## config.mk

```make
export PLATFORM = sky130hd
export DESIGN_NAME = priority_arbiter
export DESIGN_NICKNAME = d
export VERILOG_FILES = /design/src/rtl/arb_pkg.sv /design/src/rtl/priority_onehot.sv /design/src/rtl/priority_arbiter.sv
export SDC_FILE = /design/constraint.sdc
export NUM_CORES = 1
export LEC_CHECK = 0
export BUFFER_PORTS_ARGS = -buffer_cell sky130_fd_sc_hd__buf_4
export CORE_UTILIZATION = 54
export CTS_CLUSTER_DIAMETER = 100
export DETAILED_ROUTE_END_ITERATION = 10
export HOLD_SLACK_MARGIN = 0.05
export MAX_ROUTING_LAYER = met4
export PLACE_DENSITY = 0.75
export SLEW_MARGIN = 20
export SYNTH_ARGS = -nofsm -noshare
export SYNTH_HDL_FRONTEND = slang
export SYNTH_SLANG_ARGS = --single-unit
```

## constraint.sdc

```tcl
create_clock -name clk -period 5.11 [get_ports clk]
set_input_delay 0.7665 -clock clk [delete_from_list [all_inputs] [get_ports clk]]
set_output_delay 0.7665 -clock clk [all_outputs]
set_load 0.01 [all_outputs]
```

## src/rtl/arb_pkg.sv

```systemverilog
// Shared types for the priority arbiter.
//   arb_state_t : IDLE (no owner) / BUSY (one owner holds the grant)
//   arb_mode_t  : ARB_FIXED (highest index wins) / ARB_RR (round-robin)
package arb_pkg;

    typedef enum logic {IDLE, BUSY} arb_state_t;

    typedef enum logic {ARB_FIXED, ARB_RR} arb_mode_t;

endpackage

```

## src/rtl/priority_onehot.sv

```systemverilog
// Combinational highest-set-bit selector.
// Ports:
//   req    in  N  candidate vector
//   onehot out N  one-hot of the highest set bit of req; zero when req == 0
//   valid  out 1  high when req != 0
module priority_onehot #(
    parameter int N = 4
) (
    input  logic [N-1:0] req,
    output logic [N-1:0] onehot,
    output logic         valid
);

    always_comb begin
        onehot = '0;
        // Ascending scan: the last set bit seen (the highest one) wins.
        for (int i = 0; i < N; i++) begin
            if (req[i]) begin
                onehot    = '0;
                onehot[i] = 1'b1;
            end
        end
    end

    assign valid = |req;

endmodule

```

## src/rtl/priority_arbiter.sv

```systemverilog
// N-requester arbiter with a registered one-hot grant.
// The owner keeps the grant while it requests; fixed-priority or round-robin
// selection is chosen at run time, and an optional hold limit pre-empts an
// owner that has held for MAX_HOLD cycles while others are waiting.
// Ports:
//   clk         in  1          rising-edge clock
//   reset       in  1          asynchronous active-high reset
//   req         in  N          request vector
//   mode        in  1          0 = fixed priority (MSB highest), 1 = round-robin
//   grant       out N          registered one-hot grant, zero when idle
//   grant_valid out 1          |grant
//   grant_idx   out clog2(N)   index of the granted requester, 0 when idle
module priority_arbiter
    import arb_pkg::*;
#(
    parameter int N        = 4,
    parameter int MAX_HOLD = 8
) (
    input  logic                 clk,
    input  logic                 reset,
    input  logic [N-1:0]         req,
    input  logic                 mode,
    output logic [N-1:0]         grant,
    output logic                 grant_valid,
    output logic [$clog2(N)-1:0] grant_idx
);

    localparam int IW = $clog2(N);
    localparam int HW = (MAX_HOLD <= 1) ? 1 : $clog2(MAX_HOLD);

    // The counter saturates at the pre-emption threshold so that a long solo
    // hold still pre-empts as soon as another requester shows up.
    localparam logic [HW-1:0] HOLD_LAST = (MAX_HOLD == 0) ? '0 : HW'(MAX_HOLD - 1);
    localparam logic [HW-1:0] HOLD_SAT  = (MAX_HOLD == 0) ? '1 : HOLD_LAST;

    arb_state_t     state_q, state_d;
    logic [N-1:0]   grant_q, grant_d;
    logic [IW-1:0]  idx_q, idx_d;
    logic [IW-1:0]  rr_ptr_q, rr_ptr_d;
    logic [HW-1:0]  hold_q, hold_d;

    arb_mode_t      mode_sel;
    logic           owner_req;
    logic           others_req;
    logic           preempt;
    logic           arb_en;
    logic [N-1:0]   cand;

    logic [N-1:0]   fix_oh;
    logic           fix_v;
    logic [N-1:0]   rr_in;
    logic [N-1:0]   rr_oh_raw;
    logic           rr_v;
    logic [N-1:0]   rr_oh;
    logic [N-1:0]   win_oh;
    logic [IW-1:0]  win_idx;

    function automatic logic [IW-1:0] wrap_add(input logic [IW-1:0] a, input int b);
        int s;
        s = (int'(a) + b) % N;
        return IW'(s);
    endfunction

    function automatic logic [IW-1:0] onehot_to_idx(input logic [N-1:0] oh);
        logic [IW-1:0] r;
        r = '0;
        for (int i = 0; i < N; i++) begin
            if (oh[i]) r = IW'(i);
        end
        return r;
    endfunction

    assign mode_sel = arb_mode_t'(mode);

    // Arbitration trigger and candidate set.
    always_comb begin
        owner_req  = |(req & grant_q);
        others_req = |(req & ~grant_q);
        preempt    = (MAX_HOLD != 0) && (hold_q == HOLD_LAST) && others_req;
        cand       = req;
        arb_en     = 1'b0;
        unique case (state_q)
            IDLE: arb_en = |req;
            BUSY: begin
                if (!owner_req) begin
                    // An owner drop wins over a simultaneous pre-emption.
                    arb_en = |req;
                end else if (preempt) begin
                    arb_en = 1'b1;
                    cand   = req & ~grant_q;
                end
            end
            default: arb_en = 1'b0;
        endcase
    end

    priority_onehot #(.N(N)) u_fix (
        .req    (cand),
        .onehot (fix_oh),
        .valid  (fix_v)
    );

    // Round-robin: rotate so rr_ptr lands at the top bit and the scan order
    // ptr, ptr+1, ... runs downward; the highest-bit selector then yields the
    // first requester at or above rr_ptr. The result is mapped back afterwards.
    always_comb begin
        rr_in = '0;
        for (int j = 0; j < N; j++) begin
            rr_in[N-1-j] = cand[wrap_add(rr_ptr_q, j)];
        end
    end

    priority_onehot #(.N(N)) u_rr (
        .req    (rr_in),
        .onehot (rr_oh_raw),
        .valid  (rr_v)
    );

    always_comb begin
        rr_oh = '0;
        for (int j = 0; j < N; j++) begin
            rr_oh[wrap_add(rr_ptr_q, j)] = rr_oh_raw[N-1-j];
        end
    end

    assign win_oh  = (mode_sel == ARB_RR) ? rr_oh : fix_oh;
    assign win_idx = onehot_to_idx(win_oh);

    // Next-state logic.
    always_comb begin
        state_d  = state_q;
        grant_d  = grant_q;
        idx_d    = idx_q;
        rr_ptr_d = rr_ptr_q;
        hold_d   = hold_q;
        if (arb_en) begin
            state_d = BUSY;
            grant_d = win_oh;
            idx_d   = win_idx;
            hold_d  = '0;
            if (mode_sel == ARB_RR) rr_ptr_d = wrap_add(win_idx, 1);
        end else if (state_q == BUSY) begin
            if (!owner_req) begin
                state_d = IDLE;
                grant_d = '0;
                idx_d   = '0;
            end else if (hold_q != HOLD_SAT) begin
                hold_d = hold_q + 1'b1;
            end
        end
    end

    always_ff @(posedge clk or posedge reset) begin
        if (reset) begin
            state_q  <= IDLE;
            grant_q  <= '0;
            idx_q    <= '0;
            rr_ptr_q <= '0;
            hold_q   <= '0;
        end else begin
            state_q  <= state_d;
            grant_q  <= grant_d;
            idx_q    <= idx_d;
            rr_ptr_q <= rr_ptr_d;
            hold_q   <= hold_d;
        end
    end

    assign grant       = grant_q;
    assign grant_valid = |grant_q;
    assign grant_idx   = idx_q;

endmodule

```

### After elaboration in Yosys (flattened, before gate mapping)

Index checks and enable logic that the tools add are counted.

| storage, ports and cells | value |
|---|---|
| register bits after elaboration | 12 |
| output and inout port bits | 7 |
| logic and storage cells | 91 |

| operators by class | value |
|---|---|
| add/subtract/negate cells | 5 |
| $lt $le $gt $ge | 8 |
| equal/unequal tests | 3 |
| multiplexer cells | 50 |
| bitwise operators | 5 |
| reduce and logical (&&, ||, !) cells | 15 |

Operators with widths:

| operator | count |
|---|---|
| 4-bit two-way mux | 9 |
| 3-bit two-way mux | 6 |
| 1-bit two-way mux | 16 |
| 4-bit OR reduction | 4 |
| 2-bit two-way mux | 7 |
| 4-bit AND | 3 |
| 4-bit bitwise mux | 3 |
| 2-bit by 3-bit < comparator with 1-bit output (second input constant) | 4 |
| 1-bit binary-select mux with 2-bit select | 4 |
| 1-bit demux with 2-bit select | 4 |
| 2-bit by 1-bit >= comparator with 1-bit output (second input constant) | 4 |
| 2-bit nonzero test | 3 |
| 1-bit logical AND | 5 |
| 2-bit by 1-bit adder with 2-bit output (second input constant) | 2 |
| 2-bit adder (second input constant) | 2 |
| 4-bit inverter | 1 |
| 2-bit AND reduction | 2 |
| 3-bit by 1-bit adder with 3-bit output (second input constant) | 1 |
| 3-bit == test (second input constant) | 1 |
| 3-bit inequality test (second input constant) | 1 |
| 3-bit AND reduction | 1 |
| 2-bit by 1-bit inequality test with 1-bit output (second input constant) | 1 |
| 1-bit case mux with 2 select lines | 1 |
| 1-bit inverter | 1 |

### Depth between registers and ports, before layout

Gate-level depths: netlist (run 1).

| depth | value |
|---|---|
| depth after elaboration | 22 |
| depth in mapped cells | 10 |
| gate-level depth less buffers | 10 |

### Modules after synthesis

Synthesis (run 1) repeated with hierarchy kept, for this count alone.

| second synthesis, totals | value |
|---|---|
| cells, all modules | 116 |
| area total of the unflattened synthesis | 1,099.8 µm² |

By module, submodules not included:

| module | instances | cells an instance | area each (µm²) | sequential area each (µm²) |
|---|---|---|---|---|
| priority_arbiter | 1 | 106 | 1,024.7 | 300.3 |
| priority_onehot | 2 | 5 | 37.5 | 0.0 |

### Worst setup path before layout (run 1)

No wires, ideal clock.

| timing | value |
|---|---|
| path type | input port to flip-flop |
| from | in req[3] |
| to | reg idx_q[0], in the netlist grant_idx[0] |
| library setup time | 101 ps |
| data arrival time | 2,965 ps |
| data required time | 5,009 ps |
| path slack | 2,044 ps |
| stages on the path | 8 |
| cell sequence | nor2b_1 -> o31a_1 -> a21bo_2 -> mux4_2 -> and2_4 -> a211o_1 -> a211o_1 -> o311ai_2 |

| between the ends | value |
|---|---|
| longest elaborated chain between the ends | 18 |

Ends and longest elaborated chain:

| what | line | RTL |
|---|---|---|
| from (decl) | priority_arbiter.sv:21 | `input logic [N-1:0] req,` |
| 4-bit AND | priority_arbiter.sv:78, priority_arbiter.sv:90 |  |
| 4-bit OR reduction | priority_arbiter.sv:78 | `others_req = \|(req & ~grant_q);` |
| 1-bit logical AND | priority_arbiter.sv:79 | `preempt = (MAX_HOLD != 0) && (hold_q == HOLD_LAST) && others_req;` |
| 4-bit two-way mux | priority_arbiter.sv:88 | `end else if (preempt) begin` |
| 4-bit two-way mux | priority_arbiter.sv:85 | `if (!owner_req) begin` |
| 4-bit two-way mux | priority_arbiter.sv:82 | `unique case (state_q)` |
| 1-bit binary-select mux with 2-bit select | priority_arbiter.sv:109 | `rr_in[N-1-j] = cand[wrap_add(rr_ptr_q, j)];` |
| 1-bit two-way mux (not written as such) | priority_arbiter.sv:109 |  |
| 4-bit two-way mux, or another cell as far along | priority_onehot.sv:18 | `if (req[i]) begin` |
| 4-bit AND (no source line), or another cell as far along | -- |  |
| 4-bit bitwise mux, or another cell as far along | priority_arbiter.sv:122 | `rr_oh[wrap_add(rr_ptr_q, j)] = rr_oh_raw[N-1-j];` |
| 4-bit bitwise mux / 4-bit two-way mux (equally long branches) | priority_arbiter.sv:122, priority_onehot.sv:18 |  |
| 4-bit bitwise mux | priority_arbiter.sv:122 |  |
| 4-bit two-way mux | priority_arbiter.sv:126 | `assign win_oh = (mode_sel == ARB_RR) ? rr_oh : fix_oh;` |
| 1-bit two-way mux | priority_arbiter.sv:68 | `if (oh[i]) r = IW'(i);` |
| 2-bit two-way mux (2 in a row) | priority_arbiter.sv:68 |  |
| 2-bit two-way mux | priority_arbiter.sv:136 | `if (arb_en) begin` |
| to (signal assigned) | priority_arbiter.sv:163 | `idx_q <= idx_d;` |
| to (decl) | priority_arbiter.sv:38 | `logic [IW-1:0] idx_q, idx_d;` |

Several ways; a longest one is shown, not always the timed one. The select of a mux whose other input is x is not followed.
A chain may end at the register's enable or synchronous reset.

### Worst setup path in the final report (run 1)

| timing | value |
|---|---|
| from | in req[1] |
| to | reg idx_q[0], in the netlist grant_idx[0] |

The elaborated chain is that of the path after synthesis.

==> flow_metrics.tcl, run 1 <==
set metrics [dict create \
    status "completed" \
    maxCapViolCount 0 \
    cts_buffer_depth 2 \
    fin_util 0.667 \
    die_y_um 49.6 \
    ios 14 \
    num_vias 1213 \
    final.setup.tns_ns 0 \
    min_path_type "in2async" \
    wirelength_mm 3.06 \
    die_x_um 49.6 \
    placement.io_buffers 13 \
    relSlewSlack 0.566 \
    syn_to_final_growth_pct 11.3 \
    criticalPathCategory "in2reg" \
    grt_pass1_vias 1156 \
    setup_violations 0 \
    rsz0062_at_grt "false" \
    leakagePower_nw 0.592 \
    holdBufCountCts 0 \
    dpl.hpwl_mm 2.35 \
    seq_power_share 0.251 \
    rows 16 \
    grt_max_degree 13 \
    cts_tree "built" \
    synth.avg_cell_area_um2 8.62 \
    globalRouteOverflowTotal 0 \
    dieArea_mm2 0.00246 \
    ys_types 51 \
    syn-num-nets 157 \
    ant_nets 0 \
    intPower_w 0.000366 \
    final_cells 181 \
    cts-root-buf "clkbuf_4" \
    antenna_found_initial 0 \
    drt_iter0_drc 41 \
    synth-edff-count 0 \
    crit-reg2reg-launch "grant[0]" \
    fin_crit_ns 3.19 \
    clkPwrFrac 0.080 \
    ys_warn_count 0 \
    cts_setup_buffers 0 \
    synthArstFlopShare 1.00 \
    numCtsBuffers 3 \
    place_congestion 0.944 \
    firstDrtPassIters 4 \
    cts_resized 0 \
    end_kind "flop" \
    ys.flop_type "dfrtp_1" \
    htreeDepth 1 \
    drive_gt1_frac 0.201 \
    cts.clk_slew.worst_paths_ns 0.07 \
    power_density_mw_per_mm2 529 \
    via_per_inst 6.70 \
    power_frac_comb 0.669 \
    critical_path_required_ns 5.29 \
    worstRegToRegCells 8 \
    reg2reg_slack_ns 2.11 \
    clock_sinks 12 \
    start_kind "primary input" \
    power_switching_share 0.492 \
    clock_skew_ns 0.00106 \
    initial_core_util 0.599 \
    clkLatencyLatePin_ns 0.27 \
    maxSlewViolCount 0 \
    grt.total_usage 0.284 \
    whs_ns 0.497 \
    final_common_cell "nand2_1" \
    critical_path.max_fanout 7 \
    avgRoutedWirePerCell_um 16.9 \
    fp.coreArea_mm2 0.00204 \
    synth.cell_area_mm2 0.00122 \
    netlist_instances 142 \
    drcViolationCount 0 \
    p_sw_w 0.000355 \
    vdd.ir_drop.worst_mv 0.302 \
    dp_cells 178 \
    yosysSeqAreaShare 0.245 \
    arrival_ns 3.37 \
    fmax_mhz 313 \
    tightest_slew_ns 0.645 \
    p_total_w 0.000721 \
    fin_crit_sh 0.625 \
    nNetsFinal 171 \
    final_cell_mix "nand2_1 (19), buf_4 (13), dfrtp_1 (12), ha_1 (8), nor3_1 (7)" \
    hold_viol_final 0 \
    ys_ff_latch 12 \
    rr_endpoint "grant_idx[0]" \
    grt_pass1_wl_mm 5.25 \
    diodes 0 \
]
## layout make-up
class | instances | area (µm²)
multi-input combinational | 120 | 886
fill | 200 | 679
sequential | 12 | 300
timing repair buffer | 13 | 97.6
tap | 27 | 33.8
clock buffer | 3 | 22.5
inverter | 6 | 22.5
## per-stage QoR
step / setup slack (ns) / cell area [µm²]
floorplan: 2.04 / 1220
global placement: 1.72 / 1340
detailed placement: 1.70 / 1340
CTS: 1.95 / 1360
global route: 1.77 / 1360
finish: 1.92 / 1360
## cell usage after synthesis, drive strengths merged, types with 4 or more instances
cell / instances / share of area
inv: 6 / 0.018
a221oi: 4 / 0.029
nand2: 19 / 0.058
nor3: 7 / 0.029
nor2: 5 / 0.015
a21oi: 7 / 0.035
o21ai: 7 / 0.029
ha: 8 / 0.082
nor2b: 4 / 0.027
dfrtp: 12 / 0.25
## flip-flops by register name (all words and copies together), names as in the netlist
signal / flops
grant: 4
state_q: 1
grant_idx: 2
rr_ptr_q: 2
hold_q: 3
## power by group through the flow
stage               clock network, W  registers (W)  logic (W)
CTS                        0.0000587       0.000180   0.000478
global placement                   0       0.000180   0.000470
global route               0.0000636       0.000185   0.000534
floorplan                          0       0.000170   0.000354
finish                     0.0000574       0.000181   0.000483
detailed placement                 0       0.000182   0.000473
## worst max path at each step
stage / start / endpoint / depth (start not counted)
final: req[1] / grant_idx[0] / 9
after global routing: req[1] / rr_ptr_q[0] / 9
after CTS: req[1] / grant_idx[0] / 9
after detailed placement: req[1] / grant_idx[0] / 9
after global placement: req[1] / grant_idx[0] / 9
after floorplan: req[3] / grant_idx[0] / 8
## cell families after synthesis
kind of cell	synth area share
DFF	0.245
and+or+nand+nor	0.220
xor gates and xnor gates	0.00716
buffers and inverters	0.0307
AOI/OAI and AO/OA	0.362
adders and majority gates	0.0818
muxes	0.0532
## layer usage
layer	vias to the layer above	GRT usage	wire length, µm
met1	586	0.399	1470
met3	4	0.0216	158
met4	0	0.0714	19
met2	42	0.441	1410
li1	581	-	-
met5	-	-	0
## worst max-delay path: stages
cell      delay [ns]
buf_4           0.13
nor2b_1         0.16
o31ai_1         0.47
o21ai_0         0.22
mux4_2          0.57
and2_4          0.20
a211o_1         0.32
a211o_1         0.29
o311ai_2        0.24
(Power assumes the default switching activity.)
==> inputs of run 2 (changes only) <==
Settings changed: CORE_UTILIZATION 54 to 52.
Clock period 5.11 ns to 2.7 ns, I/O delays scaled along.
==> run 2 against run 1 <==
Sequential cell count unchanged. Largest power group unchanged. Power up 140%. Largest cell class unchanged. Register-to-register slack worse by 2.3 ns. Hold slack got worse by 0.36 ns. First-iteration DRC count increased by 2.4%. Sequential share of layout area fell by 5.1 points. Highest routed layer unchanged. Combinational power grew to 2.7 times the previous value. Critical path type is now reg2reg. Final cell count up 21%. The flow now finishes with violations (negative setup slack). Die area up 3.7%. Final area grew 30%. Clock power increased by 88%.
==> flow_metrics.tcl, run 2 (synthesized netlist as in run 1, its figures left out) <==
set metrics [dict create \
    fillerInstances 146 \
    criticalPathCategory "reg2reg" \
    diodes 0 \
    grt_pass1_vias 1281 \
    power_density_mw_per_mm2 985 \
    clock_skew_ns 0.00777 \
    power_frac_comb 0.761 \
    maxCapViolCount 0 \
    grt_pass1_wl_mm 5.78 \
    grt_max_degree 13 \
    ios 14 \
    p_total_w 0.00174 \
    largest_reg_flops 4 \
    cts_tree "built" \
    die_y_um 50.5 \
    via_per_inst 6.18 \
    holdBufCountCts 0 \
    rr_endpoint "grant_idx[0]" \
    relSlewSlack 0.682 \
    rows 17 \
    power_switching_share 0.464 \
    fp.coreArea_mm2 0.00221 \
    seqCellArea_um2 300 \
    syn_to_final_growth_pct 44.5 \
    globalRouteOverflowTotal 0 \
    worstRegToRegCells 11 \
    firstDrtPassIters 4 \
    crit-reg2reg-launch "hold_q[0]" \
    fin_crit_ns 2.87 \
    drcViolationCount 0 \
    intPower_w 0.000934 \
    maxSlewViolCount 0 \
    reg2reg_slack_ns -0.17 \
    multiInputGateArea_mm2 0.00101 \
    met3_usage 0.0182 \
    worst_slack_ns -0.175 \
    start_kind "flop" \
    numCtsBuffers 3 \
    num_vias 1354 \
    die_x_um 50.5 \
    grt-busiest-layer "met2" \
    cts-root-buf "clkbuf_4" \
    leakagePower_nw 0.781 \
    met2_usage 0.520 \
    ant_nets 0 \
    clkPwrFrac 0.062 \
    pre_cts_ws_ns -0.276 \
    dieArea_mm2 0.00255 \
    avgRoutedWirePerCell_um 16.6 \
    seq_power_share 0.177 \
    arrival_ns 3.05 \
    clock_sinks 12 \
    critical_path.max_fanout 4 \
    end_kind "flop" \
    clkLatencyLatePin_ns 0.27 \
    hold_viol_final 0 \
    status "complete, but fails checks" \
    violations "negative setup slack" \
    drt_iter0_drc 42 \
    initial_core_util 0.553 \
    place_congestion 0.938 \
    fmax_mhz 348 \
    crit_end "grant_idx[0]" \
    critical_path_required_ns 2.88 \
    whs_ns 0.137 \
    final.setup.tns_ns -0.762 \
    grt.met1_usage 0.406 \
    drive_gt1_frac 0.408 \
    setup_violations 7 \
    antenna_found_initial 0 \
    final_common_cell "buf_4" \
    vdd.ir_drop.worst_mv 0.774 \
    fin_util 0.799 \
    dpl.hpwl_mm 2.84 \
    wirelength_mm 3.63 \
    final_cell_mix "buf_4 (49), nand2_1 (18), dfrtp_1 (12), nor3_1 (7)" \
    cts_buffer_depth 2 \
    cp-startpoint "hold_q[0]" \
    rsz0062_at_grt "true" \
    htreeDepth 1 \
    fin_crit_sh 1.06 \
    placement.io_buffers 13 \
    tightest_slew_ns 0.476 \
    min_path_type "in2async" \
    p_sw_w 0.000808 \
    cts.clk_slew.worst_paths_ns 0.07 \
    grt.total_usage 0.314 \
    nNetsFinal 208 \
]
[run 2: routing by layer]
| layer | share of wire | vias up |
|---|---|---|
| met5 | 0 | - |
| li1 | - | 659 |
| met2 | 0.48 | 40 |
| met4 | 0.011 | 0 |
| met1 | 0.46 | 649 |
| met3 | 0.052 | 6 |
[run 2: power groups by stage]
stage,logic [W],clock network [W],registers [W]
6_report,0.00132,0.000108,0.000309
5_1_grt,0.00142,0.000117,0.000313
4_1_cts,0.00127,0.000110,0.000303
3_5_place_dp,0.00117,0,0.000306
3_3_place_gp,0.00115,0,0.000300
2_1_floorplan,0.000678,0,0.000326
[run 2: critical path, stage by stage, from the launching register on]
cell,delay [ns]
dfrtp_1,0.40
ha_4,0.16
ha_4,0.15
nand2_4,0.06
a21o_4,0.20
o21a_1,0.18
mux4_2,0.55
buf_6,0.16
and2_4,0.15
a211o_1,0.28
a211o_1,0.31
o311ai_2,0.21
[run 2: layout make-up]
type | count | area share
clock buffer | 3 | 0.0127
tap | 28 | 0.0198
timing repair buffer | 50 | 0.214
multi-input combinational | 120 | 0.570
sequential | 12 | 0.170
inverter | 6 | 0.0127
[run 2: stage by stage]
stage | area [µm²] | std cells
after CTS | 1740 | 219
after detailed placement | 1640 | 214
final | 1770 | 219
after global placement | 1640 | 214
after floorplan | 1260 | 142
after global routing | 1770 | 219
[run 2: repair_timing]
action / in CTS / in global routing
resized for setup: 13 / 4
endpoints found under the setup margin: 8 / 8
setup buffers: 2 / 0
pin swaps: 3 / 2
[run 2: worst min-delay path by stage]
stage,start,endpoint,slack [ns],depth (start not counted)
CTS,reset,hold_q[2],0.14,2
floorplan,reset,grant[0],0.27,1
finish,reset,grant[2],0.14,2
detailed placement,reset,hold_q[1],0.44,2
global placement,reset,hold_q[2],0.43,2
global route,reset,grant[2],0.18,2
